[config.mk]
export PLATFORM = sky130hd
export DESIGN_NAME = jtag_tap_responder
export DESIGN_NICKNAME = d
export VERILOG_FILES = /design/src/rtl/jtag_tap_pkg.sv /design/src/rtl/jtag_tck_sync.sv /design/src/rtl/jtag_tap_responder.sv
export SDC_FILE = /design/constraint.sdc
export NUM_CORES = 1
export LEC_CHECK = 0
export CAP_MARGIN = 10
export CORE_UTILIZATION = 45
export DETAILED_ROUTE_END_ITERATION = 10
export PLACE_DENSITY_LB_ADDON = 0.05
export RECOVER_POWER = 50
export SKIP_LAST_GASP = 1
export SLEW_MARGIN = 30
export SYNTH_ARGS = -nofsm -noshare
export SYNTH_HDL_FRONTEND = slang
export SYNTH_HIERARCHICAL = 1
export SYNTH_SLANG_ARGS = --single-unit
[constraint.sdc]
create_clock -name clk -period 3.2 [get_ports clk]
set_input_delay 0.64 -clock clk [delete_from_list [all_inputs] [get_ports clk]]
set_output_delay 0.64 -clock clk [all_outputs]
set_load 0.01 [all_outputs]
[src/rtl/jtag_tap_pkg.sv]
// Shared types and default constants for the clk-domain JTAG TAP responder.
// Holds the 16-state TAP encoding and the TAP next-state function.
package jtag_tap_pkg;

  typedef enum logic [3:0] {
    TAP_EXIT2_DR   = 4'h0,
    TAP_EXIT1_DR   = 4'h1,
    TAP_SHIFT_DR   = 4'h2,
    TAP_PAUSE_DR   = 4'h3,
    TAP_SELECT_IR  = 4'h4,
    TAP_UPDATE_DR  = 4'h5,
    TAP_CAPTURE_DR = 4'h6,
    TAP_SELECT_DR  = 4'h7,
    TAP_EXIT2_IR   = 4'h8,
    TAP_EXIT1_IR   = 4'h9,
    TAP_SHIFT_IR   = 4'hA,
    TAP_PAUSE_IR   = 4'hB,
    TAP_IDLE       = 4'hC,
    TAP_UPDATE_IR  = 4'hD,
    TAP_CAPTURE_IR = 4'hE,
    TAP_RESET      = 4'hF
  } tap_state_e;

  typedef enum logic [1:0] {
    DR_SEL_BYPASS = 2'd0,
    DR_SEL_IDCODE = 2'd1,
    DR_SEL_USER   = 2'd2
  } dr_sel_e;

  localparam int unsigned IR_LEN_DEF    = 5;
  localparam int unsigned DR_LEN        = 32;
  localparam logic [31:0] IDCODE_DEF    = 32'h1000_0001;
  localparam logic [4:0]  OP_IDCODE_DEF = 5'h01;
  localparam logic [4:0]  OP_USER_DEF   = 5'h10;
  localparam logic [4:0]  OP_BYPASS_DEF = 5'h1F;

  function automatic tap_state_e tap_next(input tap_state_e cur, input logic tms);
    tap_state_e nxt;
    case (cur)
      TAP_RESET:      nxt = tms ? TAP_RESET     : TAP_IDLE;
      TAP_IDLE:       nxt = tms ? TAP_SELECT_DR : TAP_IDLE;
      TAP_SELECT_DR:  nxt = tms ? TAP_SELECT_IR : TAP_CAPTURE_DR;
      TAP_CAPTURE_DR: nxt = tms ? TAP_EXIT1_DR  : TAP_SHIFT_DR;
      TAP_SHIFT_DR:   nxt = tms ? TAP_EXIT1_DR  : TAP_SHIFT_DR;
      TAP_EXIT1_DR:   nxt = tms ? TAP_UPDATE_DR : TAP_PAUSE_DR;
      TAP_PAUSE_DR:   nxt = tms ? TAP_EXIT2_DR  : TAP_PAUSE_DR;
      TAP_EXIT2_DR:   nxt = tms ? TAP_UPDATE_DR : TAP_SHIFT_DR;
      TAP_UPDATE_DR:  nxt = tms ? TAP_SELECT_DR : TAP_IDLE;
      TAP_SELECT_IR:  nxt = tms ? TAP_RESET     : TAP_CAPTURE_IR;
      TAP_CAPTURE_IR: nxt = tms ? TAP_EXIT1_IR  : TAP_SHIFT_IR;
      TAP_SHIFT_IR:   nxt = tms ? TAP_EXIT1_IR  : TAP_SHIFT_IR;
      TAP_EXIT1_IR:   nxt = tms ? TAP_UPDATE_IR : TAP_PAUSE_IR;
      TAP_PAUSE_IR:   nxt = tms ? TAP_EXIT2_IR  : TAP_PAUSE_IR;
      TAP_EXIT2_IR:   nxt = tms ? TAP_UPDATE_IR : TAP_SHIFT_IR;
      TAP_UPDATE_IR:  nxt = tms ? TAP_SELECT_DR : TAP_IDLE;
      default:        nxt = TAP_RESET;
    endcase
    return nxt;
  endfunction

endpackage

[src/rtl/jtag_tck_sync.sv]
// Brings TCK/TMS/TDI into the clk domain through 2-flop synchronizers and
// turns synchronized TCK into single-clk rise/fall event strobes.
module jtag_tck_sync (
  input  logic clk,
  input  logic rst_n,
  input  logic tck_i,
  input  logic tms_i,
  input  logic tdi_i,
  output logic tck_rise_o,
  output logic tck_fall_o,
  output logic tms_o,
  output logic tdi_o
);

  // tck_pipe: [0] metastable stage, [1] synchronized, [2] delayed copy for edge detect
  logic [2:0] tck_pipe_q, tck_pipe_d;
  logic [1:0] tms_pipe_q, tms_pipe_d;
  logic [1:0] tdi_pipe_q, tdi_pipe_d;

  // next value of every synchronizer stage
  always_comb begin
    tck_pipe_d = {tck_pipe_q[1:0], tck_i};
    tms_pipe_d = {tms_pipe_q[0], tms_i};
    tdi_pipe_d = {tdi_pipe_q[0], tdi_i};
  end

  // synchronizer flops, cleared asynchronously
  always_ff @(posedge clk or negedge rst_n) begin
    if (!rst_n) begin
      tck_pipe_q <= 3'b000;
      tms_pipe_q <= 2'b00;
      tdi_pipe_q <= 2'b00;
    end else begin
      tck_pipe_q <= tck_pipe_d;
      tms_pipe_q <= tms_pipe_d;
      tdi_pipe_q <= tdi_pipe_d;
    end
  end

  assign tck_rise_o = tck_pipe_q[1] & ~tck_pipe_q[2];
  assign tck_fall_o = ~tck_pipe_q[1] & tck_pipe_q[2];
  assign tms_o      = tms_pipe_q[1];
  assign tdi_o      = tdi_pipe_q[1];

endmodule

[src/rtl/jtag_tap_responder.sv]
// IEEE 1149.1 TAP controller run entirely in the clk domain from oversampled
// TCK, with IDCODE, USER and BYPASS data registers.
module jtag_tap_responder
  import jtag_tap_pkg::*;
#(
  parameter int unsigned         IR_LEN     = IR_LEN_DEF,
  parameter logic [31:0]         IDCODE_VAL = IDCODE_DEF,
  parameter logic [IR_LEN-1:0]   OP_IDCODE  = OP_IDCODE_DEF,
  parameter logic [IR_LEN-1:0]   OP_USER    = OP_USER_DEF,
  parameter logic [IR_LEN-1:0]   OP_BYPASS  = OP_BYPASS_DEF
) (
  input  logic        clk,
  input  logic        rst_n,
  input  logic        jtag_TCK,
  input  logic        jtag_TMS,
  input  logic        jtag_TDI,
  output logic        jtag_TDO_data,
  output logic        jtag_TDO_driven,
  input  logic [31:0] user_capture_data,
  output logic [31:0] user_update_data,
  output logic        user_update_valid,
  output logic [3:0]  tap_state
);

  localparam logic [IR_LEN-1:0] IR_CAPTURE = {{(IR_LEN-2){1'b0}}, 2'b01};

  logic tck_rise_s, tck_fall_s, tms_s, tdi_s;
  dr_sel_e dr_sel_s;

  tap_state_e          state_q, state_d;
  logic [IR_LEN-1:0]   ir_q, ir_d;
  logic [IR_LEN-1:0]   ir_shift_q, ir_shift_d;
  logic [DR_LEN-1:0]   dr_shift_q, dr_shift_d;
  logic                bypass_q, bypass_d;
  logic                tdo_q, tdo_d;
  logic                tdo_drv_q, tdo_drv_d;
  logic [31:0]         upd_data_q, upd_data_d;
  logic                upd_valid_q, upd_valid_d;

  jtag_tck_sync u_sync (
    .clk        (clk),
    .rst_n      (rst_n),
    .tck_i      (jtag_TCK),
    .tms_i      (jtag_TMS),
    .tdi_i      (jtag_TDI),
    .tck_rise_o (tck_rise_s),
    .tck_fall_o (tck_fall_s),
    .tms_o      (tms_s),
    .tdi_o      (tdi_s)
  );

  // data register selected by the current instruction; unknown opcodes act as BYPASS
  always_comb begin
    if (ir_q == OP_BYPASS) begin
      dr_sel_s = DR_SEL_BYPASS;
    end else if (ir_q == OP_IDCODE) begin
      dr_sel_s = DR_SEL_IDCODE;
    end else if (ir_q == OP_USER) begin
      dr_sel_s = DR_SEL_USER;
    end else begin
      dr_sel_s = DR_SEL_BYPASS;
    end
  end

  // TAP next state and register actions: capture/shift on rise, TDO and update on fall
  always_comb begin
    state_d     = state_q;
    ir_d        = ir_q;
    ir_shift_d  = ir_shift_q;
    dr_shift_d  = dr_shift_q;
    bypass_d    = bypass_q;
    tdo_d       = tdo_q;
    tdo_drv_d   = tdo_drv_q;
    upd_data_d  = upd_data_q;
    upd_valid_d = 1'b0;

    if (tck_rise_s) begin
      state_d = tap_next(state_q, tms_s);
      case (state_q)
        TAP_CAPTURE_IR: ir_shift_d = IR_CAPTURE;
        TAP_SHIFT_IR:   ir_shift_d = {tdi_s, ir_shift_q[IR_LEN-1:1]};
        TAP_CAPTURE_DR: begin
          case (dr_sel_s)
            DR_SEL_IDCODE: dr_shift_d = IDCODE_VAL | 32'h0000_0001;
            DR_SEL_USER:   dr_shift_d = user_capture_data;
            default:       bypass_d   = 1'b0;
          endcase
        end
        TAP_SHIFT_DR: begin
          if (dr_sel_s == DR_SEL_BYPASS) begin
            bypass_d = tdi_s;
          end else begin
            dr_shift_d = {tdi_s, dr_shift_q[DR_LEN-1:1]};
          end
        end
        default: begin
          ir_shift_d = ir_shift_q;
        end
      endcase
      if (state_d == TAP_RESET) begin
        ir_d = OP_IDCODE;
      end else begin
        ir_d = ir_q;
      end
    end else if (tck_fall_s) begin
      tdo_d     = 1'b0;
      tdo_drv_d = 1'b0;
      case (state_q)
        TAP_SHIFT_IR: begin
          tdo_d     = ir_shift_q[0];
          tdo_drv_d = 1'b1;
        end
        TAP_SHIFT_DR: begin
          tdo_d     = (dr_sel_s == DR_SEL_BYPASS) ? bypass_q : dr_shift_q[0];
          tdo_drv_d = 1'b1;
        end
        TAP_UPDATE_IR: ir_d = ir_shift_q;
        TAP_UPDATE_DR: begin
          if (dr_sel_s == DR_SEL_USER) begin
            upd_data_d  = dr_shift_q;
            upd_valid_d = 1'b1;
          end else begin
            upd_data_d = upd_data_q;
          end
        end
        default: begin
          tdo_d = 1'b0;
        end
      endcase
    end else begin
      state_d = state_q;
    end
  end

  // all TAP state and output flops; reset abandons any shift in progress
  always_ff @(posedge clk or negedge rst_n) begin
    if (!rst_n) begin
      state_q     <= TAP_RESET;
      ir_q        <= OP_IDCODE;
      ir_shift_q  <= '0;
      dr_shift_q  <= '0;
      bypass_q    <= 1'b0;
      tdo_q       <= 1'b0;
      tdo_drv_q   <= 1'b0;
      upd_data_q  <= 32'h0000_0000;
      upd_valid_q <= 1'b0;
    end else begin
      state_q     <= state_d;
      ir_q        <= ir_d;
      ir_shift_q  <= ir_shift_d;
      dr_shift_q  <= dr_shift_d;
      bypass_q    <= bypass_d;
      tdo_q       <= tdo_d;
      tdo_drv_q   <= tdo_drv_d;
      upd_data_q  <= upd_data_d;
      upd_valid_q <= upd_valid_d;
    end
  end

  assign jtag_TDO_data     = tdo_q;
  assign jtag_TDO_driven   = tdo_drv_q;
  assign user_update_data  = upd_data_q;
  assign user_update_valid = upd_valid_q;
  assign tap_state         = state_q;

endmodule

==> results.yml <==
outcome:
  status: "complete, but fails checks"
  violations: "design-rule violations, max-capacitance violations, max-slew violations"
drt:
  m1WireLength_um: 4350
  wirelength_um: 8420
  drt_pass1_iterations: 8
  wl_met2_um: 3670
  wl_met3_um: 313
  num_vias: 2777
  ant_nets: 0
  routed_via_density: 5.33
  wl_per_cell_um: 16.2
  highest_layer: "met4"
  post-route-drc-count: 6
  drt_iter0_markers: 111
clocking:
  clk_latency_ns: 0.35
  cts_buffers: 9
  tritoncts: "yes"
  clockBufferDepth: 2
  post-cts-setup-buffers: 0
  cts-hold-fix-buffers: 0
  cts.clk_slew.worst_paths_ns: 0.09
  h-tree-depth: 3
  clk_root_buffer_cell: "clkbuf_8"
  cts_resized: 0
  clock_sink_count: 89
place:
  post-place-ws_ns: 0.440
  hpwlAfterDp_um: 5450
  dp_cells: 505
  globalplace.congestion: 0.799
  io_buffers: 75
setup_path:
  r2r_start: "ir_q[1]$_DFFE_PN0P_"
  rr_worst_depth: 6
  arrival_ns: 2.95
  r2r_end: "dr_shift_q[29]$_DFFE_PN0P_"
  cp_top_family: "compound AO/OA/AOI/OAI gates"
  cp_cell_sequence: "nor3_1 > nor3b_1 > inv_1 > ha_1 > o311a_2 > mux2_1"
  critPathMaxStageDelay_ns: 0.76
  worstSetupStartpointType: "flop"
  worst-r2r-setup-slack_ns: 0.48
  end_kind: "flop"
  critPathBufInv: 1
  cp_max_fo: 32
  worstSetupPathType: "flop to flop"
  slowest_stage: "o311a_2"
  cp.required_ns: 3.43
global_routing:
  grt-ovfl-total: 0
  grt_pass1_wl_um: 14100
  antenna_found_initial: 0
  grt_usage_pct: 18.8
  grt_max_degree: 90
  grt_pass1_vias: 2740
synth:
  synthArstFlopShare_pct: 100
  ys_ff_latch: 89
  synthesis.area_um2: 4160
  synth_flop_cell: "dfrtp_1"
  yosysSeqAreaShare_pct: 53.7
  syn_avg_cell_area_um2: 12.2
  synth_edf_count: 0
  syn-num-nets: 380
  yosys_warnings: 6
  synth.distinct_cells: 46
  syn_inst: 340
timing:
  whs_ns: 0.354
  setup_slack_ns: 0.480
  finalSetupViolCount: 0
  tightest_slew_ns: 2.18
  rsz0062_at_grt: "no"
  setup_tns_ns: 0
  layout_min_cycle_time_ns: 2.72
  maxSlewHeadroom_pct: -45.4
  drv_slew: 90
  skew_ns: 0.0107
  hold_viol: 0
  fmax_mhz: 368
  min_period_over_period_pct: 85.0
power:
  powerDensity_nw_per_um2: 720
  irDropWorstVdd_mv: 0.362
  p_total_uw: 3750
  power_leakage_uw: 0.00255
final_layout:
  n_antenna_cell: 0
  nNetsFinal: 448
  fin_cells: 521
  syn2layout_area_growth_pct: 25.3
  drive_gt1_share_pct: 7.51
floorplanning:
  ioPinCount: 76
  core_area_um2: 8850
  start_util_pct: 47.0
  dieWidth_um: 98.1
  die_y_um: 98.1
  dieArea_um2: 9620
  rows: 34
hold_path:
  hp-start: "u_sync/tms_pipe_q[0]$_DFF_PN0_"
  hold_class: "flop to flop"
  whs_path_depth: 0
  min_to: "u_sync/tms_pipe_q[1]$_DFF_PN0_"
flow_run:
  timing.max_cap.violations: 1
[layout by cell type, fill, tap and decap left out, types with 2 or more instances in the layout]
cell,n
nor2b_1,2
ha_1,3
o21ai_0,11
clkbuf_1,3
a211oi_1,2
nand2b_1,6
clkbuf_8,9
a32oi_1,5
bufinv_16,4
buf_4,2
dfstp_2,5
a21oi_1,4
nand2_1,26
mux2_1,49
o211ai_1,2
dfrtp_1,84
dlygate4sd3_1,3
nor3_1,3
o21ai_1,7
inv_1,21
and2_1,15
mux2i_1,47
clkdlybuf4s50_1,71
[cell type report]
class	count	area, µm²
Inverter	22	82.6
Clock inverter	5	129
Timing Repair Buffer	79	772
Sequential cell	89	2230
Fill cell	712	3640
Multi-Input combinational cell	207	1720
Tap cell	108	135
Clock buffer	11	131
[sequential cells by signal (all words and copies together), names as in the netlist, 2 cells and up]
name,cells
u_sync/tdi_pipe_q,2
tap_state,4
user_update_data,32
u_sync/tms_pipe_q,2
ir_q,5
dr_shift_q,32
u_sync/tck_pipe_q,3
ir_shift_q,5
[layer usage]
layer | global-route usage (%) | vias to the layer above
met4 | 6.99 | 0
met1 | 28.7 | 1377
met2 | 26.4 | 75
li1 | - | 1319
met3 | 3.65 | 6
met5 | 0 | -
[metrics by stage]
step,utilization (%),instance area (µm²)
final,58.9,5210
after global routing,58.9,5210
after CTS,59.1,5230
after detailed placement,56.1,4970
after global placement,56.1,4970
after floorplan,-,4160
[where the power goes]
group / total, µW / switching (µW) / leakage (µW) / internal, µW
clock network: 999 / 399 / 0.000128 / 600
registers: 1770 / 287 / 0.00113 / 1480
logic: 978 / 429 / 0.00129 / 549
[cell families (layout without fill, tap and decap cells)]
family / after synthesis / after routing / share of synthesized area [%]
and+or+nand+nor: 65 / 65 / 8.73
adders and majority gates: 3 / 3 / 0.903
buffers and inverters: 44 / 117 / 4.85
AOI/OAI and AO/OA: 41 / 41 / 6.56
DFF: 89 / 89 / 53.7
muxes: 98 / 98 / 25.2
[Yosys cell counts (3+ instances only)]
master	n	area (µm²)
dfstp_2	5	131
dfrtp_1	84	2100
nand2b_1	6	37.5
inv_1	20	75.1
buf_4	8	60.1
and2_1	15	93.8
buf_2	5	25.0
o21ai_1	11	55.1
a21oi_1	4	20.0
nand2_1	26	97.6
nor3_1	3	15.0
o21ai_0	7	35.0
clkbuf_1	9	33.8
mux2i_1	47	470
mux2_1	49	552
ha_1	3	37.5
a32oi_1	5	43.8
[worst register-to-register path: cells and delay by family, from the launching register on]
kind	cells	cell delay [ns]
buffers and inverters	1	0.11
and+or+nand+nor	2	0.52
muxes	1	0.45
adders and majority gates	1	0.36
AOI/OAI and AO/OA	1	0.76
DFF	1	0.40
[worst max path at each step]
stage	start	end	slack, ns	depth (start not counted)
final	ir_q[1]$_DFFE_PN0P_	dr_shift_q[29]$_DFFE_PN0P_	0.48	6
after global placement	ir_q[1]$_DFFE_PN0P_	dr_shift_q[0]$_DFFE_PN0P_	0.54	7
after floorplan	ir_q[1]$_DFFE_PN0P_	dr_shift_q[21]$_DFFE_PN0P_	0.96	8
after CTS	ir_q[1]$_DFFE_PN0P_	user_update_data[1]$_DFFE_PN0P_	0.45	6
after detailed placement	ir_q[1]$_DFFE_PN0P_	user_update_data[18]$_DFFE_PN0P_	0.44	6
after global routing	ir_q[1]$_DFFE_PN0P_	dr_shift_q[29]$_DFFE_PN0P_	0.28	7
Note: power is estimated with default switching activity, not from simulation.
==> edit 1: new RTL, same flow settings <==
Change the package constant `IR_LEN_DEF` from 5 to 6.
--- a/src/rtl/jtag_tap_pkg.sv
+++ b/src/rtl/jtag_tap_pkg.sv
@@ -27,7 +27,7 @@
     DR_SEL_USER   = 2'd2
   } dr_sel_e;
 
-  localparam int unsigned IR_LEN_DEF    = 5;
+  localparam int unsigned IR_LEN_DEF    = 6;
   localparam int unsigned DR_LEN        = 32;
   localparam logic [31:0] IDCODE_DEF    = 32'h1000_0001;
   localparam logic [4:0]  OP_IDCODE_DEF = 5'h01;
Formal check against the unedited RTL: same outputs for any inputs over 10 cycles, from zero or initial values and one cycle with rst_n low; that may be too few to reach the edited logic, so the function may still have changed.
==> edit 1 against the unedited design <==
- the run ends with max-capacitance violations, max-slew violations left
- synthesized area is 3.0% higher
- sequential cell count is 2 higher
- die area is 3.0% higher
- total power is 20% lower
- routed wire length is 2.6% lower
- hold slack better by 0.0018 ns
- worst setup slack better by 0.096 ns
- final area is 1.8% higher
- critical endpoint is now dr_shift_q[9]
==> edit 1: results (changes against the unedited design) <==
* First-pass GRT wire length at 13810 um (was 14120 um)
* Start point of the worst hold path: u_sync/tck_pipe_q[0] (was u_sync/tms_pipe_q[0])
* Global placer's final weighted congestion at 0.7470 (was 0.7993)
* Post-detail-place hpwl at 5294 um (was 5451 um)
* Worst hold path endpoint: u_sync/tck_pipe_q[1] (was u_sync/tms_pipe_q[1])
* R2r endpoint: dr_shift_q[9] (was dr_shift_q[29])
* Met3 routed WL at 371 um (was 313 um)
* Distinct cells, synth at 47 (was 46)
* Initial drt markers at 144 (was 111)
* Met2 WL at 3585 um (was 3667 um)
* Maximum VDD drop at 0.2634 mV (was 0.3616 mV)
* Drt total wl at 8201 um (was 8416 um)
* Routing usage on met3 at 0.03935 (was 0.03651)
* Slew Viols, Final at 85 (was 90)
* Max-cap violations at 1 (unchanged)
* Layout Nets at 460 (was 448)
* Static Leak at 2.554 nW (was 2.550 nW)
* Fmax at 381.1 MHz (was 367.7 MHz)
* Status: finished, violations left (unchanged)
* Reg2Reg Setup Slack at 0.58 ns (was 0.48 ns)
* FF-to-FF path depth at 7 (was 6)
* Compound-Gate Fraction of Synth Area at 0.06982 (was 0.06562)
* Multiplexer share of the synthesized area at 0.2457 (was 0.2523)
* Placed Cells at 538 (was 505)
* Top post-synthesis cells by count: dfrtp_1, mux2i_1, mux2_2, nand2_1, inv_1 (was dfrtp_1, mux2_1, mux2i_1, nand2_1, inv_1)
* Port buffer count at 75 (unchanged)
* Pre-CTS setup slack at 0.6045 ns (was 0.4398 ns)
* Critical Path AT at 2.85 ns (was 2.95 ns)
* Failing checks: max-capacitance violations, max-slew violations (was design-rule violations, max-capacitance violations, max-slew violations)
* Mean area per synthesized cell at 12.17 um^2 (was 12.22 um^2)
* Slew @ Worst Pin at 2.083 ns (was 2.181 ns)
* Post-synthesis adder-cell area fraction at 0.008764 (was 0.009031)
* Total number of vias at 2829 (was 2777)
* M2 GR Usage at 0.2682 (was 0.2644)
* P_int at 2.054 mW (was 2.634 mW)
* Gr usage total at 0.1782 (was 0.1880)
* Worst Path Max Fanout at 20 (was 32)
* Largest net degree at the start of global routing at 85 (was 90)
* Max clock buf depth at 2 (unchanged)
* CTS buffer count at 9 (unchanged)
* Area after DPL at 5121 um^2 (was 4966 um^2)
* Layout cells sized above 1 at 0.1882 (was 0.07506)
* Vias in the first global route at 2852 (was 2740)
* Hold WS at 0.3554 ns (was 0.3536 ns)
* M1 wire length at 4173 um (was 4354 um)
* Syn Nets at 392 (was 380)
* Clock skew at 0.01078 ns (was 0.01072 ns)
## edit 1: power by group through the flow
stage / registers (mW) / logic [mW] / clock network, mW
floorplan: 1.52 / 0.493 / 0
finish: 1.59 / 0.659 / 0.731
CTS: 1.59 / 0.672 / 0.760
global route: 1.64 / 0.737 / 0.807
detailed placement: 1.61 / 0.668 / 0
global placement: 1.61 / 0.658 / 0
## edit 1: critical path, cell delays in order, from the launching register on
cell      delay [ns]
dfrtp_1         0.40
nor4_1          0.37
nor3b_1         0.33
inv_1           0.11
ha_1            0.27
a221oi_4        0.29
buf_4           0.36
mux2_2          0.38
## edit 1: final cells by class
class / instances / area [um^2]
timing repair buffer: 80 / 779.5
clock inverter: 5 / 36.28
sequential: 91 / 2283
fill: 793 / 3941
clock buffer: 11 / 151.4
tap: 129 / 161.4
multi-input combinational: 214 / 1797
inverter: 24 / 90.09
==> edit 2: new RTL, same settings <==
Without the edit above. Take the reset off `dr_shift_q` and load it in a clocked block of its own.
--- a/src/rtl/jtag_tap_responder.sv
+++ b/src/rtl/jtag_tap_responder.sv
@@ -138,7 +138,6 @@
       state_q     <= TAP_RESET;
       ir_q        <= OP_IDCODE;
       ir_shift_q  <= '0;
-      dr_shift_q  <= '0;
       bypass_q    <= 1'b0;
       tdo_q       <= 1'b0;
       tdo_drv_q   <= 1'b0;
@@ -148,13 +147,16 @@
       state_q     <= state_d;
       ir_q        <= ir_d;
       ir_shift_q  <= ir_shift_d;
-      dr_shift_q  <= dr_shift_d;
       bypass_q    <= bypass_d;
       tdo_q       <= tdo_d;
       tdo_drv_q   <= tdo_drv_d;
       upd_data_q  <= upd_data_d;
       upd_valid_q <= upd_valid_d;
     end
+  end
+
+  always_ff @(posedge clk) begin
+    dr_shift_q <= dr_shift_d;
   end
 
   assign jtag_TDO_data     = tdo_q;
Check against the original RTL: same outputs for any inputs over 10 cycles, from zero or initial values and one cycle with rst_n low; that may be too few to reach the edited logic, so the function may still have changed.
==> edit 2 against the unedited design <==
- final area shrank 4.2%
- die area down 3.8%
- routed wire length down 9.9%
- first-iteration DRC count down 19%
- synthesized cell count shrank 4.1%
- total power shrank 13%
- hold slack improved by 0.00064 ns
- sequential power down 8%
- utilization shrank 1.4 points
- worst setup slack better by 0.20 ns
- sequential cell count unchanged
- fmax up 7.8%
- synthesized area shrank 3.9%
- critical path depth down 2
- critical path type unchanged
- critical endpoint is now dr_shift_q[29]
- largest cell class unchanged
- largest power group unchanged
- highest routed layer unchanged
==> edit 2: results (changes against the unedited design) <==
* Post-detail-place hpwl at 4943 um (was 5451 um)
* Critical Path AT at 2.56 ns (was 2.95 ns)
* Drt pass-1 iters at 4 (was 8)
* Max incr delay on CP at 0.67 ns (was 0.76 ns)
* Port buffer count at 75 (unchanged)
* WL/cell at 14.93 um (was 16.15 um)
* Status: finished, final reports clean (was finished, violations left)
* Maximum VDD drop at 0.4563 mV (was 0.3616 mV)
* Syn Nets at 366 (was 380)
* Hold WS at 0.3543 ns (was 0.3536 ns)
* Synth Warn # at 6 (unchanged)
* Reg2Reg Setup Slack at 0.68 ns (was 0.48 ns)
* First-pass GRT wire length at 12040 um (was 14120 um)
* Clock skew at 0.01577 ns (was 0.01072 ns)
* Headroom to the max-slew limit at 0.04858 (was -0.4538)
* Worst Setup EP: dr_shift_q[29] (unchanged)
* Initial drt markers at 90 (was 111)
* Largest net degree at the start of global routing at 58 (was 90)
* Layout cells sized above 1 at 0.1725 (was 0.07506)
* FF-to-FF path depth at 4 (was 6)
* Layout Nets at 435 (was 448)
* Worst Path Max Fanout at 17 (was 32)
* Total number of vias at 2637 (was 2777)
* EDFF count, synth at 32 (was 0)
* Area contributors post-synth: dfrtp_1, edfxtp_1, mux2_4, nand2_1, o21ai_0 (was dfrtp_1, mux2_1, mux2i_1, dfstp_2, nand2_1)
* Sequential share of the synthesized area at 0.5989 (was 0.5373)
* Top post-synthesis cells by count: nand2_1, dfrtp_1, o21ai_0, edfxtp_1, mux2_4 (was dfrtp_1, mux2_1, mux2i_1, nand2_1, inv_1)
* Fill count at 743 (was 712)
* Synth top area share at 0.3256 (was 0.5057)
* Reg2reg start: u_sync/tck_pipe_q[2] (was ir_q[1])
* Async set-reset flop share out of synthesis at 0.6404 (was 1.000)
* Distinct cells, synth at 41 (was 46)
* Gr usage total at 0.1758 (was 0.1880)
edit 2: changes by cell type after synthesis, sizes merged, moves of 2 or more:
cell    change
dfrtp      -32
edfxtp     +32
a21oi       +3
inv        -14
o21ai      +32
and2       -14
nand2      +43
or4bb       +2
nor3b       +2
mux2i      -45
mux2       -17
edit 2: kinds of logic after synthesis:
family,synth area share
adder cells (fa/ha/maj),0.009394
buffers and inverters,0.04759
AO/OA/AOI/OAI,0.1002
AND/OR/NAND/NOR,0.1158
multiplexers,0.1281
flip-flops,0.5989
edit 2: layer usage:
metal / up-vias / GRT usage / wire [um]
met1: 1286 / 0.2406 / 3612
met3: 9 / 0.04660 / 352
li1: 1278 / - / -
met2: 64 / 0.2660 / 3516
met5: - / 0 / 0
met4: 0 / 0.06841 / 104
edit 2: where the power goes:
part           total, mW  leakage (nW)  internal (mW)  switching (mW)
sequential          1.62          1.03           1.41           0.210
clock              0.784         0.103          0.384           0.400
combinational      0.856         0.917          0.518           0.338
total               3.26          2.05           2.31           0.949
edit 2: cell type report:
class | instances | share of cell area
Clock buffer | 10 | 0.02758
Timing Repair Buffer | 81 | 0.1580
Multi-Input combinational cell | 206 | 0.2886
Clock inverter | 6 | 0.01304
Tap cell | 108 | 0.02708
Inverter | 8 | 0.006018
Sequential cell | 89 | 0.4797
edit 2: stage by stage:
step	setup WS, ns	area, um^2	cells
floorplan	0.1079	4003	326
global placement	0.5762	4787	492
detailed placement	0.6975	4790	492
CTS	0.6536	4992	508
global route	0.5209	4990	508
finish	0.6765	4990	508
